--- config.mk ---
export PLATFORM = sky130hd
export DESIGN_NAME = atm_account_arbiter_flat
export DESIGN_NICKNAME = d
export VERILOG_FILES = /design/src/rtl/atm_account_arbiter_pkg.sv /design/src/rtl/atm_account_arbiter_if.sv /design/src/rtl/atm_account_arbiter_rr_pick.sv /design/src/rtl/atm_account_arbiter.sv /design/src/flat_wrapper.sv
export SDC_FILE = /design/constraint.sdc
export NUM_CORES = 1
export LEC_CHECK = 0
export CAP_MARGIN = 10
export CORE_MARGIN = 2
export CORE_UTILIZATION = 45
export CTS_CLUSTER_DIAMETER = 80
export DETAILED_ROUTE_END_ITERATION = 6
export PLACE_DENSITY = 0.75
export SYNTH_ARGS = -nofsm -noshare
export SYNTH_HDL_FRONTEND = slang
export SYNTH_HIERARCHICAL = 1
export SYNTH_SLANG_ARGS = --single-unit
--- constraint.sdc ---
create_clock -name clk -period 4.3 [get_ports clk]
set_input_delay 0.43 -clock clk [delete_from_list [all_inputs] [get_ports clk]]
set_output_delay 0.43 -clock clk [all_outputs]
set_load 0.02 [all_outputs]
--- src/rtl/atm_account_arbiter_pkg.sv ---
// atm_pkg: shared op encodings, arbiter state codes and default widths for the ATM account arbiter
package atm_pkg;
    localparam logic [1:0] OP_WITHDRAW = 2'b00;
    localparam logic [1:0] OP_DEPOSIT  = 2'b01;
    localparam logic [1:0] OP_INQUIRY  = 2'b10;
    localparam logic [1:0] OP_RSVD     = 2'b11;

    typedef logic [1:0] state_t;
    localparam state_t ST_IDLE = 2'd0;
    localparam state_t ST_READ = 2'd1;
    localparam state_t ST_EXEC = 2'd2;
    localparam state_t ST_RESP = 2'd3;

    localparam int DEF_BALANCE_WIDTH = 20;
endpackage

--- src/rtl/atm_account_arbiter_if.sv ---
// atm_account_arbiter_if: requester and balance-memory signals; ATM_ARB_TXN_LOG_EN adds txn_count/last_port
interface atm_account_arbiter_if
    import atm_pkg::*;
#(
    parameter int NUM_PORTS     = 2,
    parameter int BALANCE_WIDTH = DEF_BALANCE_WIDTH,
    parameter int ACCT_WIDTH    = 4
);
    logic [NUM_PORTS-1:0]               req;
    logic [2*NUM_PORTS-1:0]             req_op;
    logic [ACCT_WIDTH*NUM_PORTS-1:0]    req_acct;
    logic [BALANCE_WIDTH*NUM_PORTS-1:0] req_value;
    logic [NUM_PORTS-1:0]               gnt;
    logic [NUM_PORTS-1:0]               done;
    logic                               error;
    logic [BALANCE_WIDTH-1:0]           rsp_balance;
    logic                               busy;
    logic                               mem_en;
    logic                               mem_we;
    logic [ACCT_WIDTH-1:0]              mem_addr;
    logic [BALANCE_WIDTH-1:0]           mem_wdata;
    logic [BALANCE_WIDTH-1:0]           mem_rdata;
`ifdef ATM_ARB_TXN_LOG_EN
    logic [15:0]                        txn_count;
    logic [$clog2(NUM_PORTS)-1:0]       last_port;
`endif

    modport master (
        output req, req_op, req_acct, req_value, mem_rdata,
        input  gnt, done, error, rsp_balance, busy, mem_en, mem_we, mem_addr, mem_wdata
`ifdef ATM_ARB_TXN_LOG_EN
        , input txn_count, last_port
`endif
    );

    modport slave (
        input  req, req_op, req_acct, req_value, mem_rdata,
        output gnt, done, error, rsp_balance, busy, mem_en, mem_we, mem_addr, mem_wdata
`ifdef ATM_ARB_TXN_LOG_EN
        , output txn_count, last_port
`endif
    );
endinterface

--- src/rtl/atm_account_arbiter_rr_pick.sv ---
// atm_rr_pick: combinational round-robin picker, first requester at or after rr_ptr with wrap
module atm_rr_pick #(
    parameter int NUM_PORTS = 2,
    parameter int IW        = $clog2(NUM_PORTS)
) (
    input  logic [NUM_PORTS-1:0] req,
    input  logic [IW-1:0]        rr_ptr,
    output logic [NUM_PORTS-1:0] gnt,
    output logic [IW-1:0]        idx,
    output logic                 any
);
    int   j;
    logic found;

    assign any = |req;

    // scan ports starting at rr_ptr and take the first one requesting
    always_comb begin
        gnt   = '0;
        idx   = '0;
        found = 1'b0;
        j     = 0;
        for (int i = 0; i < NUM_PORTS; i++) begin
            j = int'(rr_ptr) + i;
            if (j >= NUM_PORTS) j = j - NUM_PORTS;
            if (!found && req[j]) begin
                found  = 1'b1;
                gnt[j] = 1'b1;
                idx    = IW'(j);
            end
        end
    end
endmodule

--- src/rtl/atm_account_arbiter.sv ---
// atm_account_arbiter: round-robin atomic read-modify-write access to a shared balance RAM; ATM_ARB_TXN_LOG_EN adds a completion log
module atm_account_arbiter
    import atm_pkg::*;
#(
    parameter int NUM_PORTS     = 2,
    parameter int BALANCE_WIDTH = DEF_BALANCE_WIDTH,
    parameter int ACCT_WIDTH    = 4
) (
    input logic                  clk,
    input logic                  rst,
    atm_account_arbiter_if.slave bus
);
    localparam int IW = $clog2(NUM_PORTS);

    state_t                   state, state_nx;
    logic [IW-1:0]            rr_ptr, cur_idx, pick_idx;
    logic [NUM_PORTS-1:0]     pick_gnt, gnt_q;
    logic                     pick_any;
    logic [1:0]               op_q;
    logic [ACCT_WIDTH-1:0]    acct_q;
    logic [BALANCE_WIDTH-1:0] value_q, rsp_q, new_bal;
    logic [BALANCE_WIDTH:0]   sum;
    logic                     err_q, exec_err, exec_wr;

    atm_rr_pick #(.NUM_PORTS(NUM_PORTS), .IW(IW)) u_pick (
        .req    (bus.req),
        .rr_ptr (rr_ptr),
        .gnt    (pick_gnt),
        .idx    (pick_idx),
        .any    (pick_any)
    );

    // state register
    always_ff @(posedge clk or negedge rst)
        if (!rst) state <= ST_IDLE;
        else      state <= state_nx;

    // next state: a transaction always runs IDLE -> READ -> EXEC -> RESP
    always_comb
        state_nx = (state == ST_IDLE) ? (pick_any ? ST_READ : ST_IDLE) :
                   (state == ST_READ) ? ST_EXEC :
                   (state == ST_EXEC) ? ST_RESP : ST_IDLE;

    // modify step on the read balance; errors and inquiries keep the old balance
    always_comb begin
        sum      = {1'b0, bus.mem_rdata} + {1'b0, value_q};
        new_bal  = bus.mem_rdata;
        exec_err = 1'b0;
        exec_wr  = 1'b0;
        case (op_q)
            OP_WITHDRAW: if (value_q > bus.mem_rdata) exec_err = 1'b1;
                         else begin exec_wr = 1'b1; new_bal = bus.mem_rdata - value_q; end
            OP_DEPOSIT:  if (sum[BALANCE_WIDTH]) exec_err = 1'b1;
                         else begin exec_wr = 1'b1; new_bal = sum[BALANCE_WIDTH-1:0]; end
            OP_INQUIRY:  exec_err = 1'b0;
            default:     exec_err = 1'b1;
        endcase
    end

    // outputs decoded from registered state; the memory is only touched in READ and EXEC
    always_comb begin
        bus.gnt         = gnt_q;
        bus.done        = (state == ST_RESP) ? gnt_q : '0;
        bus.error       = (state == ST_RESP) && err_q;
        bus.busy        = state != ST_IDLE;
        bus.mem_en      = (state == ST_READ) || (state == ST_EXEC && exec_wr);
        bus.mem_we      = (state == ST_EXEC) && exec_wr;
        bus.mem_addr    = acct_q;
        bus.mem_wdata   = (state == ST_EXEC && exec_wr) ? new_bal : '0;
        bus.rsp_balance = rsp_q;
    end

    // latch the winner's request, capture the result and advance the round-robin pointer
    always_ff @(posedge clk or negedge rst)
        if (!rst) begin
            gnt_q   <= '0;
            cur_idx <= '0;
            rr_ptr  <= '0;
            op_q    <= '0;
            acct_q  <= '0;
            value_q <= '0;
            rsp_q   <= '0;
            err_q   <= 1'b0;
        end else begin
            if (state == ST_IDLE && pick_any) begin
                gnt_q   <= pick_gnt;
                cur_idx <= pick_idx;
                op_q    <= bus.req_op[2*pick_idx +: 2];
                acct_q  <= bus.req_acct[ACCT_WIDTH*pick_idx +: ACCT_WIDTH];
                value_q <= bus.req_value[BALANCE_WIDTH*pick_idx +: BALANCE_WIDTH];
            end
            if (state == ST_EXEC) begin
                rsp_q <= new_bal;
                err_q <= exec_err;
            end
            if (state == ST_RESP) begin
                gnt_q  <= '0;
                rr_ptr <= (cur_idx == IW'(NUM_PORTS - 1)) ? '0 : cur_idx + 1'b1;
            end
        end

`ifdef ATM_ARB_TXN_LOG_EN
    // count successful transactions and remember the last completed port
    always_ff @(posedge clk or negedge rst)
        if (!rst) begin
            bus.txn_count <= '0;
            bus.last_port <= '0;
        end else if (state == ST_RESP) begin
            if (!err_q) bus.txn_count <= bus.txn_count + 16'd1;
            bus.last_port <= cur_idx;
        end
`endif
endmodule

--- src/flat_wrapper.sv ---
// flat-port wrapper written by rule: the top's interface ports become plain ports
module atm_account_arbiter_flat import atm_pkg::*;
#(
    parameter int NUM_PORTS     = 2,
    parameter int BALANCE_WIDTH = DEF_BALANCE_WIDTH,
    parameter int ACCT_WIDTH    = 4
)
  (clk, rst, bus_req, bus_req_op, bus_req_acct, bus_req_value, bus_mem_rdata, bus_gnt, bus_done, bus_error, bus_rsp_balance, bus_busy, bus_mem_en, bus_mem_we, bus_mem_addr, bus_mem_wdata);
  atm_account_arbiter_if #(.NUM_PORTS(NUM_PORTS), .BALANCE_WIDTH(BALANCE_WIDTH), .ACCT_WIDTH(ACCT_WIDTH)) bus_i ();
  input logic clk;
  input logic rst;
  input wire logic [$bits(bus_i.req)-1:0] bus_req;
  input wire logic [$bits(bus_i.req_op)-1:0] bus_req_op;
  input wire logic [$bits(bus_i.req_acct)-1:0] bus_req_acct;
  input wire logic [$bits(bus_i.req_value)-1:0] bus_req_value;
  input wire logic [$bits(bus_i.mem_rdata)-1:0] bus_mem_rdata;
  output wire logic [$bits(bus_i.gnt)-1:0] bus_gnt;
  output wire logic [$bits(bus_i.done)-1:0] bus_done;
  output wire logic [$bits(bus_i.error)-1:0] bus_error;
  output wire logic [$bits(bus_i.rsp_balance)-1:0] bus_rsp_balance;
  output wire logic [$bits(bus_i.busy)-1:0] bus_busy;
  output wire logic [$bits(bus_i.mem_en)-1:0] bus_mem_en;
  output wire logic [$bits(bus_i.mem_we)-1:0] bus_mem_we;
  output wire logic [$bits(bus_i.mem_addr)-1:0] bus_mem_addr;
  output wire logic [$bits(bus_i.mem_wdata)-1:0] bus_mem_wdata;
  assign bus_i.req = bus_req;
  assign bus_i.req_op = bus_req_op;
  assign bus_i.req_acct = bus_req_acct;
  assign bus_i.req_value = bus_req_value;
  assign bus_i.mem_rdata = bus_mem_rdata;
  assign bus_gnt = bus_i.gnt;
  assign bus_done = bus_i.done;
  assign bus_error = bus_i.error;
  assign bus_rsp_balance = bus_i.rsp_balance;
  assign bus_busy = bus_i.busy;
  assign bus_mem_en = bus_i.mem_en;
  assign bus_mem_we = bus_i.mem_we;
  assign bus_mem_addr = bus_i.mem_addr;
  assign bus_mem_wdata = bus_i.mem_wdata;
  atm_account_arbiter #(.NUM_PORTS(NUM_PORTS), .BALANCE_WIDTH(BALANCE_WIDTH), .ACCT_WIDTH(ACCT_WIDTH)) u_core (.clk(clk), .rst(rst), .bus(bus_i));
endmodule
==> summary.txt, run 1 <==
run status -> finished clean
Post-synth ARST share -> 100.0%
Final min period -> 4.139 ns
worst-margin pin slew -> 1.139 ns
Reg2Reg Launch Point -> u_core/value_q[0]$_DFFE_PN0P_
maximum vdd drop -> 0.3994 mV
Root Driver -> clkbuf_8
Arrival @ worst endpoint -> 3.71 ns
post-synthesis area per instance -> 7.897 um2
routability congestion estimate -> 0.9604
syn nets -> 746
core region area -> 10750 um2
Fillers -> 952
Inst Count DP -> 926
synth-to-layout area growth -> 39.80%
final setup fails -> 0
DP HPWL -> 13520 um
CP Max Fanout -> 4
sequential fraction of the synthesis area -> 26.96%
Setup crit start kind -> input port
DIE AREA -> 11790 um2
Global Route Usage Sum -> 29.25%
hold buffers post-CTS -> 0
Post-DRT Antenna Nets -> 0
period utilization -> 96.25%
crit end category -> output pin
gr ovfl total -> 0
Starting Density -> 45.78%
TritonRoute pass-1 iters -> 5
worst reg-to-reg path cell count -> 13
Layout Nets -> 916
Final Max Slew Viols -> 0
H-Tree Level Count -> 2
pre-CTS setup slack -> -0.09490 ns
Worst Setup SP -> bus_mem_rdata[0]
wire length of the first global-routing pass -> 26670 um
Yosys reg bits -> 53
Final Hold Viols -> 0
# DRC -> 0
Critical Path RT -> 3.87 ns
final wirelength -> 16940 um
post-synth top area share -> 26.96%
Top FF cell, synth -> dfrtp_1
pwr/cell area -> 762.1 nW/um2
clk_skew -> 0.008878 ns
Post-CTS Setup Inserts -> 0
Non-Filler Instances -> 934
Rows -> 38
DR vias/cell -> 5.719
largest net degree at the start of global routing -> 54
top cells by area, synth -> dfrtp_1 (27%), ha_1 (11%), mux2i_1 (5.7%), o21ai_0 (5.5%), nand2_1 (5.4%)
Netlist Area Pre-Place -> 4920 um2
Max Cap Viol -> 0
reg-to-reg endpoint -> u_core/bus.rsp_balance[0]$_DFFE_PN0N_
chip height -> 108.6 um
CTS Sinks -> 53
Top Ports -> 128
antenna cells -> 0
via count -> 5342
total CTS buffers -> 5
PortBufs -> 127
cell count after synthesis -> 623
synth unique cells -> 70
RSZ-0062 raised after global routing -> false
die width -> 108.6 um
Post-synth EDFFs -> 0
post-CTS sizing -> 11
clk buf depth -> 2
CTS tree -> built
Reg clk slew, reported paths -> 0.11 ns
First DRT Iteration DRCs -> 376
vias in the first global route -> 5192
leakage -> 3.270 nW
reg2reg setup slack -> 0.92 ns
clock latency on the worst-skew pair -> 0.32 ns
post-route worst setup slack -> 0.1614 ns
initial antenna violation count -> 0
worst hold path class -> in2async
routed length per placed instance -> 18.14 um
Synthesis Warnings -> 6
cell accounting for the most synthesized area -> dfrtp_1
share of cells above drive strength 1 -> 13.35%
Max Fclk -> 241.6 MHz
critical setup path kind -> in2out
max_slew headroom -> 23.85%
## final cells by class
type                            count  area (um2)  area share (%)
Tap cell                          140       175.2           2.547
Sequential cell                    53        1326           19.28
Clock buffer                        5       68.82           1.001
Timing Repair Buffer              198        1827           26.56
Clock inverter                      3       47.55          0.6913
Inverter                           46       172.7           2.510
Multi-Input combinational cell    489        3261           47.41
## flip-flops by register name, indices dropped and copies added, names as in the netlist, 2 cells and up
name	cells
u_core/bus.rsp_balance	20
u_core/bus.gnt	2
u_core/bus.mem_addr	4
u_core/state	2
u_core/value_q	20
u_core/op_q	2
## synth_stat cells (5+ instances only)
| cell | n |
|---|---|
| a211oi_1 | 6 |
| a21o_1 | 7 |
| a21oi_1 | 43 |
| a221o_1 | 8 |
| a31oi_1 | 17 |
| and2_1 | 13 |
| buf_2 | 11 |
| clkbuf_1 | 16 |
| dfrtp_1 | 53 |
| ha_1 | 45 |
| inv_1 | 45 |
| mux2i_1 | 28 |
| nand2_1 | 71 |
| nand2b_1 | 10 |
| nand3_1 | 14 |
| nor2_1 | 58 |
| nor2b_1 | 12 |
| nor3_1 | 15 |
| o21ai_0 | 54 |
| o21ai_1 | 7 |
| o22ai_1 | 7 |
| o31ai_1 | 5 |
## metrics by stage
| stage | util (%) | instance area, um2 | hold slack, ns | setup TNS (ns) | power, mW |
|---|---|---|---|---|---|
| final | 64.01 | 6878 | 0.2225 | 0 | 5.242 |
| after global routing | 64.01 | 6878 | 0.2768 | 0 | 5.625 |
| after CTS | 63.58 | 6832 | 0.2535 | -0.01340 | 5.171 |
| after detailed placement | 62.61 | 6728 | 0.4581 | -0.3247 | 4.797 |
| after global placement | 62.61 | 6728 | 0.4361 | -0.1208 | 4.742 |
| after floorplan | - | 4920 | 0.1344 | 0 | 3.230 |
## worst max-delay path, cell delays in order
cell and delay (ns):
clkdlybuf4s50_1 0.46, ha_1 0.25, fa_1 0.41, nor2b_1 0.16, o21a_1 0.19, o31a_2 0.32, o31a_1 0.35, a311oi_2 0.32
mux2i_1 0.26, nor3b_2 0.08, nor2_1 0.10, dlygate4sd2_1 0.35
## power by group
group | total (mW) | internal [mW] | switching [mW]
clock network | 0.369 | 0.178 | 0.191
registers | 0.964 | 0.745 | 0.219
logic | 3.91 | 1.67 | 2.24
total | 5.24 | 2.59 | 2.65
## logic make-up (layout without fill, tap and decap cells)
logic type | count (synthesis) | in the layout | synth area share (%)
adder cells (fa/ha/maj) | 47 | 47 | 12.26
flip-flops | 53 | 53 | 26.96
AO/OA/AOI/OAI | 199 | 199 | 26.83
multiplexers | 28 | 28 | 5.697
buffers and inverters | 81 | 252 | 7.375
AND/OR/NAND/NOR | 215 | 215 | 20.88
## worst max path at each step
stage | end | slack, ns | cells after the start
4_1_cts | bus_mem_wdata[3] | -0.01 | 13
2_1_floorplan | bus_mem_wdata[10] | 0.84 | 11
3_5_place_dp | bus_mem_wdata[18] | -0.09 | 14
6_report | bus_mem_wdata[18] | 0.16 | 12
3_3_place_gp | bus_mem_wdata[10] | -0.07 | 14
5_1_grt | bus_mem_wdata[4] | 0.0005 | 13
## placed cells by master, fill, tap and decap left out, drive strengths merged, types with 5 or more instances in the layout
master / count
and2: 14
dlymetal6s2s: 11
nand2: 72
nand3: 14
o31ai: 5
o21ai: 62
mux2i: 28
dfrtp: 53
a211oi: 6
nor2b: 12
clkbuf: 5
a31oi: 17
dlygate4sd2: 10
nor3: 16
inv: 47
buf: 72
a221o: 8
o22ai: 7
a21oi: 45
a21o: 7
clkdlybuf4s50: 105
ha: 45
nor2: 59
nand2b: 10
## layer usage
metal	up-vias	wire (um)	GRT usage, %
met2	215	7640	45.67
met1	2553	7987	41.99
met3	14	1125	5.606
li1	2560	-	-
met4	0	187	6.319
met5	-	0	0
(Power assumes the default switching activity.)
==> run 2, diff against run 1 <==
--- a/config.mk
+++ b/config.mk
@@ -10,7 +10,8 @@
 export CORE_UTILIZATION = 45
 export CTS_CLUSTER_DIAMETER = 80
 export DETAILED_ROUTE_END_ITERATION = 6
-export PLACE_DENSITY = 0.75
+export PLACE_DENSITY_LB_ADDON = 0.08
+export REMOVE_ABC_BUFFERS = 1
 export SYNTH_ARGS = -nofsm -noshare
 export SYNTH_HDL_FRONTEND = slang
 export SYNTH_HIERARCHICAL = 1
==> run 2 against run 1 <==
  * Power down 2.8%
  * Cell area down 0.76%
  * Cell count down 0.32%
  * Count of clock-buffer cells in the layout up 1
  * Critical path type unchanged
  * Critical endpoint is now bus_mem_wdata[3]
  * Largest cell class unchanged
==> summary.txt, run 2 (synthesis results as in run 1) <==
run status -> finished clean
design area -> 6825 um2 (-0.76%)
commonest non-fill, non-tap cell in the layout -> clkdlybuf4s50_1
period utilization -> 96.35% (+0.10 points)
Final Hold Viols -> 0 (unchanged)
First DRT Iteration DRCs -> 339 (-9.8%)
vias in the first global route -> 5030 (-3.1%)
Post-Route M1 WL -> 7521 um (-5.8%)
RSZ-0062 raised after global routing -> false
Setup crit start kind -> input port
H-Tree Level Count -> 2 (unchanged)
routability congestion estimate -> 0.9285 (-3.3%)
wire length of the first global-routing pass -> 25560 um (-4.2%)
multi-input combinational cell area -> 3248 um2 (-0.38%)
clk buf depth -> 2 (unchanged)
clock latency on the worst-skew pair -> 0.33 ns (about the same)
Critical Path RT -> 3.87 ns (about the same)
Routed met2 length -> 7320 um (-4.2%)
maximum vdd drop -> 0.6251 mV (+56%)
hold buffers post-CTS -> 0 (unchanged)
largest net degree at the start of global routing -> 56 (+3.7%)
CP Max Fanout -> 4 (unchanged)
Reg area -> 1326 um2 (unchanged)
Root Driver -> clkbuf_8
WHS -> 0.2302 ns (+0.007706 ns)
Reg2Reg Launch Point -> u_core/value_q[0]$_DFFE_PN0P_
clk_skew -> 0.01347 ns (+0.004589 ns)
total CTS buffers -> 5 (unchanged)
pre-CTS setup slack -> -0.1057 ns (-0.01079 ns)
Final min period -> 4.143 ns (+0.004360 ns)
Layout Nets -> 913 (-0.33%)
Starting Density -> 45.78% (unchanged)
leakage -> 3.171 nW (-3.0%)
Worst Setup SP -> bus_mem_rdata[0]
Rows -> 38 (unchanged)
Fillers -> 980 (+2.9%)
CTS Sinks -> 53 (unchanged)
DP HPWL -> 12420 um (-8.2%)
PortBufs -> 127 (unchanged)
Reg clk slew, reported paths -> 0.09 ns (-0.02 ns)
routed length per placed instance -> 17.18 um (-5.3%)
die width -> 108.6 um (unchanged)
worst reg-to-reg path cell count -> 13 (unchanged)
initial antenna violation count -> 0 (unchanged)
pwr/cell area -> 746.5 nW/um2 (-2.1%)
crit end category -> output pin
final wirelength -> 15990 um (-5.6%)
gr ovfl total -> 0 (unchanged)
most frequent cells in the layout -> clkdlybuf4s50_1 (106), nand2_1 (69), buf_4 (67), nor2_1 (58), dfrtp_1 (53)
worst hold path class -> in2async
TritonRoute pass-1 iters -> 5 (unchanged)
core region area -> 10750 um2 (unchanged)
synth-to-layout area growth -> 38.73%
DR WL met3 -> 972 um (-14%)
Post-CTS Setup Inserts -> 0 (unchanged)
Final Max Slew Viols -> 0 (unchanged)
Cell Area, Placed -> 6708 um2 (-0.30%)
chip height -> 108.6 um (unchanged)
DR top layer -> met4
DR vias/cell -> 5.585 (-2.3%)
Global Route Usage Sum -> 27.85% (-1.4 points)
Arrival @ worst endpoint -> 3.71 ns (about the same)
Inst Count DP -> 923 (-0.32%)
post-route worst setup slack -> 0.1570 ns (-0.004360 ns)
via count -> 5200 (-2.7%)
final setup fails -> 0 (unchanged)
Max Fclk -> 241.4 MHz (-0.11%)
Total Neg Setup Slack -> 0 ns (unchanged)
Non-Filler Instances -> 931 (-0.32%)
Top Ports -> 128 (unchanged)
CTS tree -> built
antenna cells -> 0 (unchanged)
max_slew headroom -> 33.87% (+10 points)
DIE AREA -> 11790 um2 (unchanged)
worst-margin pin slew -> 0.9884 ns (-0.1510 ns)
Max Cap Viol -> 0 (unchanged)
# DRC -> 0 (unchanged)
Post-DRT Antenna Nets -> 0 (unchanged)
critical setup path kind -> in2out
share of cells above drive strength 1 -> 13.02% (-0.33 points)
run 2: worst paths after layout:
check,endpoint,slack (ns)
max in group asynchronous,u_core/value_q[12]$_DFFE_PN0P_,3.59
min,u_core/bus.rsp_balance[5]$_DFFE_PN0N_,0.23
max reg2reg,u_core/bus.rsp_balance[0]$_DFFE_PN0N_,0.93
min in group clk,u_core/rr_ptr$_DFFE_PN0P_,0.48
max,bus_mem_wdata[3],0.16
min reg2reg,u_core/rr_ptr$_DFFE_PN0P_,0.48
run 2: timing repair:
action                     4_1_cts  5_1_grt
resized for setup               19        6
pin swaps                        0        0
setup endpoints to repair       17        5
gates cloned                     0        0
run 2: worst max-delay path: stages:
cell and delay [ns]:
clkdlybuf4s50_1 0.50, inv_1 0.06, ha_1 0.21, fa_1 0.40, nor2b_1 0.13, o21ai_1 0.09
o211a_4 0.28, o311ai_4 0.34, nand2_2 0.14, buf_4 0.17, o211ai_1 0.21, and2_1 0.15
clkdlybuf4s50_1 0.60
run 2: metrics by stage:
step                      total power, mW  util (%)
after global routing                5.537     63.52
after CTS                           5.106     63.40
after detailed placement            4.729     62.42
after global placement              4.648     62.42
after floorplan                     3.117         -
final                               5.095     63.52
run 2: routing by layer:
| metal | vias up | global-route usage, % |
|---|---|---|
| met5 | - | 0 |
| met2 | 167 | 44.96 |
| met1 | 2480 | 38.93 |
| li1 | 2544 | - |
| met3 | 9 | 5.304 |
| met4 | 0 | 5.495 |
run 2: final cells by class:
type	count	area share, %
Clock buffer	6	1.210
Clock inverter	2	0.5500
Multi-Input combinational cell	489	47.59
Inverter	46	2.530
Timing Repair Buffer	195	26.12
Tap cell	140	2.566
Sequential cell	53	19.43
run 2: where the power goes:
| part | leakage (nW) | internal (mW) | switching [mW] |
|---|---|---|---|
| registers | 0.627 | 0.746 | 0.176 |
| logic | 2.49 | 1.62 | 2.17 |
| clock network | 0.0574 | 0.190 | 0.187 |
==> run 3, diff against run 2 <==
==> constraint.sdc (replaced) <==
create_clock -name clk -period 3.4 [get_ports clk]
set_input_delay 0.34 -clock clk [delete_from_list [all_inputs] [get_ports clk]]
set_output_delay 0.34 -clock clk [all_outputs]
set_load 0.02 [all_outputs]
==> run 3 against run 2 <==
  * Global-route usage up 2.8 points
  * Sequential cell count unchanged
  * Die area stayed put
  * Critical path type is now reg2out
  * Largest power group unchanged
  * Worst setup slack worse by 0.23 ns
  * Non-clock buffer count is 118 higher
  * The flow now finishes with violations (negative setup slack)
  * Power is 53% higher
  * Largest cell class unchanged
  * Clock skew decreased by 0.0053 ns
  * Critical path depth unchanged
==> summary.txt, run 3 (synthesis results as in run 1) <==
critical setup path kind -> reg2out
Max Cap Viol -> 0 (unchanged)
Post-DRT Antenna Nets -> 0 (unchanged)
chip height -> 108.6 um (unchanged)
DR vias/cell -> 5.418 (-3.0%)
Rows -> 38 (unchanged)
Inst Count DP -> 1032 (+12%)
hold buffers post-CTS -> 0 (unchanged)
DR top layer -> met4
total CTS buffers -> 5 (unchanged)
wire length of the first global-routing pass -> 28290 um (+11%)
total power -> 7.812 mW (+53%)
Setup crit start kind -> flip-flop
Total Neg Setup Slack -> -0.3458 ns (-0.3458 ns)
reg-to-reg endpoint -> u_core/bus.rsp_balance[0]$_DFFE_PN0N_
RSZ-0062 raised after global routing -> true
commonest non-fill, non-tap cell in the layout -> buf_4
maximum vdd drop -> 0.6767 mV (+8.3%)
design area -> 8019 um2 (+17%)
Arrival @ worst endpoint -> 3.13 ns (-0.58 ns)
largest net degree at the start of global routing -> 56 (unchanged)
Switching Fraction -> 47.15% (-2.6 points)
H-Tree Level Count -> 2 (unchanged)
Fillers -> 841 (-14%)
run status -> complete, but fails checks
final wirelength -> 17980 um (+12%)
synth-to-layout area growth -> 63.00%
Cell Area, Placed -> 7538 um2 (+12%)
vias in the first global route -> 5676 (+13%)
DR WL met3 -> 953 um (-2.0%)
period utilization -> 102.2%
via count -> 5684 (+9.3%)
leakage -> 3.701 nW (+17%)
reg2reg setup slack -> 0.23 ns (-0.70 ns)
post-route worst setup slack -> -0.07340 ns (-0.2304 ns)
sw power -> 3.683 mW (+45%)
Sequential Power Share -> 14.7% (-3.4 points)
Critical Path RT -> 3.06 ns (-0.81 ns)
Final Max Slew Viols -> 0 (unchanged)
crit end category -> output pin
clock network power share -> 6.1% (-1.3 points)
most frequent cells in the layout -> buf_4 (193), clkdlybuf4s50_1 (99), nand2_1 (68), nor2_1 (54), dfrtp_1 (53)
gr ovfl total -> 0 (unchanged)
worst-margin pin slew -> 0.9881 ns (-0.0003206 ns)
initial antenna violation count -> 0 (unchanged)
WHS -> 0.01636 ns (-0.2139 ns)
Root Driver -> clkbuf_8
Top Ports -> 128 (unchanged)
First DRT Iteration DRCs -> 386 (+14%)
Reg2Reg Launch Point -> u_core/value_q[0]$_DFFE_PN0P_
Reg area -> 1326 um2 (unchanged)
Combinational Power Share -> 79.1% (+4.6 points)
PortBufs -> 127 (unchanged)
die width -> 108.6 um (unchanged)
internal power component -> 4.129 mW (+61%)
Max Fclk -> 287.9 MHz
Reg clk slew, reported paths -> 0.10 ns (about the same)
routed length per placed instance -> 17.14 um (-0.23%)
CTS tree -> built
Non-Filler Instances -> 1049 (+13%)
routability congestion estimate -> 0.9216 (-0.74%)
DP HPWL -> 13800 um (+11%)
pwr/cell area -> 974.1 nW/um2 (+31%)
Final min period -> 3.473 ns
Starting Density -> 45.78% (unchanged)
final setup fails -> 10 (+10)
Layout Nets -> 1031 (+13%)
# DRC -> 0 (unchanged)
TritonRoute pass-1 iters -> 5 (unchanged)
worst hold path class -> in2async
clock latency on the worst-skew pair -> 0.32 ns (about the same)
Final Hold Viols -> 0 (unchanged)
core region area -> 10750 um2 (unchanged)
violated checks -> negative setup slack
share of cells above drive strength 1 -> 33.22% (+20 points)
worst reg-to-reg path cell count -> 13 (unchanged)
CTS Sinks -> 53 (unchanged)
Global Route Usage Sum -> 30.65% (+2.8 points)
clk_skew -> 0.008152 ns (-0.005314 ns)
Routed met2 length -> 8587 um (+17%)
CP Max Fanout -> 8 (+4)
antenna cells -> 0 (unchanged)
clk buf depth -> 2 (unchanged)
multi-input combinational cell area -> 3571 um2 (+9.9%)
DIE AREA -> 11790 um2 (unchanged)
Post-Route M1 WL -> 8151 um (+8.4%)
max_slew headroom -> 33.89% (about the same)
[run 3: changes by cell type in the layout (fill, tap and decap cells not counted), moves of 5 or more]
cell | previous run | this run
clkdlybuf4s50_1 | 106 | 99
ha_2 | 0 | 9
buf_4 | 67 | 193
a21oi_1 | 43 | 35
o21ai_2 | 1 | 8
ha_1 | 45 | 33
nor3_1 | 15 | 10
dlygate4sd2_1 | 15 | 5
o21ai_0 | 52 | 47
dlymetal6s2s_1 | 5 | 0
a21oi_2 | 2 | 9
buf_6 | 0 | 8
[run 3: stage by stage]
stage | util, % | setup slack, ns
CTS | 72.75 | -0.05718
detailed placement | 70.16 | -0.8208
global placement | 70.16 | -0.7699
global route | 74.63 | -0.1681
finish | 74.63 | -0.07340
floorplan | - | -0.3544
[run 3: how the worst max path moves through the flow]
stage / start / slack [ns] / to
after floorplan: u_core/rr_ptr$_DFFE_PN0P_ / -0.35 / u_core/bus.mem_addr[0]$_DFFE_PN0P_
after global placement: bus_mem_rdata[0] / -0.77 / bus_mem_wdata[10]
after detailed placement: bus_mem_rdata[0] / -0.82 / bus_mem_wdata[7]
after CTS: u_core/value_q[0]$_DFFE_PN0P_ / -0.06 / bus_mem_wdata[2]
after global routing: u_core/value_q[0]$_DFFE_PN0P_ / -0.17 / bus_mem_wdata[18]
final: u_core/value_q[0]$_DFFE_PN0P_ / -0.07 / bus_mem_wdata[2]
[run 3: power groups by stage]
stage          Combinational, mW  Clock (mW)  Sequential [mW]
2_1_floorplan               2.63           0             1.31
3_3_place_gp                5.51           0             1.13
3_5_place_dp                5.60           0             1.16
4_1_cts                     5.82       0.495             1.15
5_1_grt                     6.67       0.513             1.19
6_report                    6.18       0.479             1.15
[run 3: critical path, stage by stage (launching register included)]
cell and delay, ns:
dfrtp_1 0.42, ha_2 0.20, fa_2 0.36, nor2b_4 0.14
o21a_1 0.21, o31a_4 0.32, o21ai_4 0.15, buf_6 0.12
and2_4 0.22, buf_6 0.13, a221o_1 0.18, o21ai_2 0.07
nor2_1 0.13, buf_4 0.16
[run 3: per-layer routing]
layer / track usage (%) / vias to the layer above
met5: 0 / -
met4: 7.692 / 0
met3: 3.737 / 18
met2: 52.05 / 177
met1: 41.28 / 2706
li1: - / 2783
[run 3: what timing repair did]
action | CTS | global route
pin swaps | 18 | 10
setup buffers | 4 | 5
endpoints found under the hold margin | 0 | 0
setup endpoints to repair | 23 | 22
resized for setup | 155 | 49
[run 3: final cells by class]
cell class | count | share of cell area (%)
clock buffers | 6 | 1.030
repair buffers | 313 | 33.09
flip-flops and latches | 53 | 16.54
multi-input cells | 489 | 44.53
inverters | 46 | 2.153
clock inverters | 2 | 0.4681
well taps | 140 | 2.184
